**config.mk**
```make
export PLATFORM = sky130hd
export DESIGN_NAME = hilo_divider
export DESIGN_NICKNAME = d
export VERILOG_FILES = /design/src/rtl/hilo_divider.sv
export SDC_FILE = /design/constraint.sdc
export NUM_CORES = 1
export LEC_CHECK = 0
export ABC_AREA = 1
export CORE_UTILIZATION = 25
export CTS_BUF_LIST = sky130_fd_sc_hd__clkbuf_4
export CTS_CLUSTER_DIAMETER = 100
export CTS_CLUSTER_SIZE = 28
export DETAILED_ROUTE_END_ITERATION = 10
export DONT_BUFFER_PORTS = 1
export GPL_TIMING_DRIVEN = 0
export SLEW_MARGIN = 15
export SYNTH_ARGS = -nofsm -noshare
export SYNTH_HDL_FRONTEND = slang
export SYNTH_SLANG_ARGS = --single-unit
```
**constraint.sdc**
```tcl
create_clock -name clk -period 5.7 [get_ports clk]
set_clock_uncertainty 0.05 [all_clocks]
set_input_delay 0.285 -clock clk [delete_from_list [all_inputs] [get_ports clk]]
set_output_delay 0.285 -clock clk [all_outputs]
set_load 0.02 [all_outputs]
```
**src/rtl/hilo_divider.sv**
```systemverilog
// Iterative restoring divider that owns the HI/LO pair: Lo = quotient, Hi = remainder.
// One quotient bit per clock, followed by a single sign fix-up cycle.
module hilo_divider #(
  parameter int WIDTH = 32
) (
  input  logic             clk,
  input  logic             rst_n,
  input  logic             start,
  input  logic             signed_div,
  input  logic [WIDTH-1:0] a,
  input  logic [WIDTH-1:0] b,
  output logic             busy,
  output logic             done,
  output logic             div_zero,
  output logic [WIDTH-1:0] hi,
  output logic [WIDTH-1:0] lo
);

  localparam int CW = $clog2(WIDTH + 1);

  typedef enum logic [1:0] {IDLE, DIV, FIX} state_t;

  state_t           state;
  logic [WIDTH-1:0] dvd;
  logic [WIDTH-1:0] dvs;
  logic [WIDTH-1:0] rem;
  logic [WIDTH-1:0] quo;
  logic [WIDTH-1:0] a_raw;
  logic [CW-1:0]    cnt;
  logic             neg_q;
  logic             neg_r;
  logic             b_zero;

  logic             a_neg;
  logic             b_neg;
  logic [WIDTH-1:0] a_abs;
  logic [WIDTH-1:0] b_abs;
  logic [WIDTH:0]   rem_shift;
  logic [WIDTH-1:0] rem_sub;
  logic             take;

  always_comb begin
    a_neg     = signed_div & a[WIDTH-1];
    b_neg     = signed_div & b[WIDTH-1];
    a_abs     = a_neg ? -a : a;
    b_abs     = b_neg ? -b : b;
    rem_shift = {rem, dvd[WIDTH-1]};
    take      = rem_shift >= {1'b0, dvs};
    // The difference always fits in WIDTH bits because it is smaller than the divisor.
    rem_sub   = rem_shift[WIDTH-1:0] - dvs;
  end

  always_ff @(posedge clk or negedge rst_n) begin
    if (!rst_n) begin
      state    <= IDLE;
      dvd      <= '0;
      dvs      <= '0;
      rem      <= '0;
      quo      <= '0;
      a_raw    <= '0;
      cnt      <= '0;
      neg_q    <= 1'b0;
      neg_r    <= 1'b0;
      b_zero   <= 1'b0;
      busy     <= 1'b0;
      done     <= 1'b0;
      div_zero <= 1'b0;
      hi       <= '0;
      lo       <= '0;
    end else begin
      done <= 1'b0;
      case (state)
        IDLE: begin
          if (start) begin
            dvd      <= a_abs;
            dvs      <= b_abs;
            a_raw    <= a;
            rem      <= '0;
            quo      <= '0;
            cnt      <= '0;
            neg_q    <= a_neg ^ b_neg;
            neg_r    <= a_neg;
            b_zero   <= (b == '0);
            busy     <= 1'b1;
            div_zero <= 1'b0;
            state    <= DIV;
          end
        end
        DIV: begin
          rem <= take ? rem_sub : rem_shift[WIDTH-1:0];
          quo <= {quo[WIDTH-2:0], take};
          dvd <= {dvd[WIDTH-2:0], 1'b0};
          cnt <= cnt + CW'(1);
          if (cnt == CW'(WIDTH - 1)) begin
            state <= FIX;
          end
        end
        FIX: begin
          // A zero divisor bypasses sign handling and reports the raw dividend.
          if (b_zero) begin
            lo <= '1;
            hi <= a_raw;
          end else begin
            lo <= neg_q ? -quo : quo;
            hi <= neg_r ? -rem : rem;
          end
          div_zero <= b_zero;
          done     <= 1'b1;
          busy     <= 1'b0;
          state    <= IDLE;
        end
        default: state <= IDLE;
      endcase
    end
  end

endmodule
```
==> flow_summary_export.csv <==
group,metric,value,unit
finish,final_common_cell,"nand2_1",
finish,fillers,6953,
timing,hold_viol_final,0,
power_and_ir_drop,comb_power_share,59.4,%
drt,detail-route-antenna-nets,0,
critical_path,crit_path_start_kind,"flip-flop",
drt,wl_per_cell,17.8,µm
drt,vias,15700,
drt,drc,0,
power_and_ir_drop,powerDensity,573,nW/µm²
clock_network,cts_sinks,238,
yosys,synth_seq_cells,238,
floorplanning,core-area,61900,µm²
power_and_ir_drop,p_sw_share,53.0,%
yosys,synth_cells,2273,
finish,final_cell_mix,"nand2_1, inv_1, nand3_1",
power_and_ir_drop,ir_worst_vdd,0.182,mV
floorplanning,die_area,63900,µm²
drt,detail_route.first_pass.iterations,6,
timing,slew_viol_final,0,
floorplanning,die_w,253,µm
critical_path,cp_slowest_cell,"clkbuf_1",
clock_network,cts_tree,"done",
timing,finalSetupTns,0,ps
yosys,synthArstFlopShare,100,%
timing,period_minus_slack,3140,ps
clock_network,h-tree-depth,1,
critical_path,crit_path_max_fanout,10,
critical_path,max_stage_delay,760,ps
power_and_ir_drop,power_frac_seq,31.7,%
grt,track_usage,18.1,%
clock_network,clk_pin_slew,270,ps
yosys,syn_nets,2379,
drt,via_per_inst,4.83,
critical_path,end_kind,"flip-flop",
critical_path,critPathKind,"flip-flop to flip-flop",
yosys,syn-cell-area,15700,µm²
clock_network,cts_buffers,14,
grt,grt_first_pass_wirelength,89.4,mm
yosys,netlist-cell-type-count,55,
floorplanning,io_pins,135,
place,routabilityCongestion,0.949,
floorplanning,start_util,25.4,%
finish,postLayoutCellArea,18200,µm²
drt,wirelength,58.0,mm
timing,post-route-period-util,55.1,%
critical_path,critPathBufInv,5,
yosys,synth-edff-count,0,
power_and_ir_drop,internal_power,4.91,mW
floorplanning,num_rows,91,
critical_path,crit_arrival,3830,ps
power_and_ir_drop,leakage,8.53,nW
hold_path,hold_depth,7,
grt,grt_max_degree,239,
finish,syn_to_final_growth,15.6,%
critical_path,path_depth,8,
run_status,status,"finished clean",
critical_path,crit_top_cell,"nand3_1",
yosys,yosys_warnings,0,
timing,worst_slew_pin_slew,977,ps
timing,slew-limit-headroom,34.9,%
clock_network,cts_root_buffer,"clkbuf_4",
drt,drtIter0Drc,1615,
finish,layout.nets,2504,
grt,grt_overflow_total,0,
power_and_ir_drop,switching_power,5.52,mW
yosys,synth_ff_type,"dfrtp_1",
clock_network,clockBufferDepth,3,
grt,antenna_found_initial,2,
critical_path,crit_chain,"inv_1, nand3_1, inv_2, clkbuf_1, nand3_1, dlygate4sd3_1, nand3_1, dlygate4sd3_1",
timing,fmax,318,MHz
timing,rsz0062_at_grt,"false",
power_and_ir_drop,p_clk_share,8.8,%
critical_path,reg2reg_depth,8,
place,portBuffers,0,
hold_path,holdCritPathClass,"input pin to flip-flop",
floorplanning,die_h,253,µm
grt,grt_pass1_vias,14900,
critical_path,crit_required,6390,ps
yosys,yosysSeqAreaShare,37.8,%
place,hpwl,44.9,mm
yosys,avgSynthCellArea,6.92,µm²
clock_network,clk_latency,810,ps
critical_path,cp_top_family,"buffers and inverters",
timing,finalSetupViolations,0,
job,cap_viol_max_count,0,
finish,layout-drive-gt1-share,4.57,%
place,placed_area,16800,µm²
-- per-stage QoR --
| stage | power (mW) | util, % | instances | hold slack, ps | setup WS [ps] |
|---|---|---|---|---|---|
| 3_5_place_dp | 9.31 | 27.1 | 3110 | -50.5 | 3060 |
| 3_3_place_gp | 9.26 | 27.1 | 3110 | -49.4 | 3100 |
| 6_report | 10.4 | 29.4 | 3250 | 35.8 | 2560 |
| 5_1_grt | 11.5 | 29.4 | 3246 | 35.0 | 2440 |
| 4_1_cts | 10.4 | 29.3 | 3241 | 5.59 | 2620 |
| 2_1_floorplan | 7.61 | - | 2273 | -60.6 | 3700 |
-- state kept, by name, summed over array words and instances, names as in the netlist, 2 cells and up --
name and flops:
state 2, dvd 32, a_raw 32, dvs 32, quo 32, hi 32, cnt 6, rem 32
lo 32
-- cell usage after synthesis, types with 2 or more instances --
| cell | n | share of area [%] |
|---|---|---|
| o211ai_1 | 19 | 0.91 |
| and2_1 | 7 | 0.28 |
| nor4_1 | 5 | 0.20 |
| inv_1 | 317 | 7.6 |
| nand2_1 | 632 | 15 |
| nand3_1 | 273 | 8.7 |
| xnor2_1 | 21 | 1.2 |
| nand3b_1 | 13 | 0.62 |
| nor3_4 | 2 | 0.21 |
| o31ai_1 | 4 | 0.19 |
| dfrtp_1 | 238 | 38 |
| nand4_1 | 24 | 0.95 |
| buf_6 | 6 | 0.43 |
| nor3_1 | 25 | 0.80 |
| buf_2 | 11 | 0.35 |
| ha_1 | 37 | 2.9 |
| a22oi_1 | 31 | 1.5 |
| clkinv_1 | 3 | 0.072 |
| nor2_2 | 10 | 0.40 |
| o21ai_1 | 3 | 0.095 |
| a31oi_1 | 13 | 0.52 |
| clkbuf_1 | 58 | 1.4 |
| o221ai_1 | 3 | 0.17 |
| buf_1 | 4 | 0.095 |
| o21bai_1 | 4 | 0.19 |
| a21oi_1 | 52 | 1.7 |
| xor2_1 | 42 | 2.3 |
| nor2_4 | 4 | 0.29 |
| buf_4 | 2 | 0.095 |
| nand2_2 | 19 | 0.76 |
| a21o_1 | 2 | 0.095 |
| nor2_1 | 186 | 4.4 |
| o21ai_0 | 119 | 3.8 |
| o311ai_0 | 3 | 0.17 |
| or2_2 | 12 | 0.48 |
| inv_2 | 8 | 0.19 |
| o22ai_1 | 42 | 1.7 |
| nand3_2 | 2 | 0.13 |
-- power groups by stage --
stage / clock, mW / sequential (mW) / combinational [mW]
2_1_floorplan: 0 / 3.03 / 4.58
3_3_place_gp: 0 / 3.34 / 5.92
3_5_place_dp: 0 / 3.35 / 5.97
4_1_cts: 0.947 / 3.31 / 6.15
5_1_grt: 1.01 / 3.40 / 7.04
6_report: 0.923 / 3.31 / 6.20
-- cells by family (layout without fill, tap and decap cells) --
logic type	count (synthesis)	after routing	synth area share, %
buffers and inverters	410	542	10.3
other	0	8	0
and+or+nand+nor	1224	1224	34.1
DFF	238	238	37.8
AOI/OAI and AO/OA	300	300	11.2
adders and majority gates	38	38	3.07
xor gates and xnor gates	63	63	3.51
-- path summary, 6_finish.rpt --
check,start,to,slack (ps)
worst max-delay path,state[0],dvd[24],2560
worst min register to register,dvs[13],dvs[13],470
min in group asynchronous,rst_n,quo[11],60
max in group asynchronous,rst_n,dvs[23],4360
worst min-delay path,b[11],dvs[13],40
worst max register to register,state[0],dvd[24],2560
-- what timing repair did --
action	4_1_cts	5_1_grt
buffers inserted	0	0
hold endpoints to repair	337	0
hold buffers	108	0
gates resized for setup	0	0
-- cell type report --
cell class | instances | area [µm²] | share of cell area [%]
timing repair buffer | 109 | 1130 | 6.19
multi-input combinational | 1625 | 8160 | 44.8
sequential | 238 | 5960 | 32.7
clock buffer | 15 | 113 | 0.619
buffer | 82 | 390 | 2.15
tap | 837 | 1050 | 5.76
inverter | 328 | 1230 | 6.77
antenna | 8 | 20.0 | 0.110
clock inverter | 8 | 155 | 0.853
-- worst register-to-register path, delay by kind of cell (launching register included) --
family | cells | cell delay, ps
buf+inv | 5 | 2200
simple gates | 3 | 420
flops | 1 | 450
-- metal layers --
layer	global-route usage [%]	share of wire (%)
met5	0	0
met1	24.5	44
met2	29.0	45
met4	4.66	2.3
met3	3.93	8.3
Power figures use the tool's default switching activity.
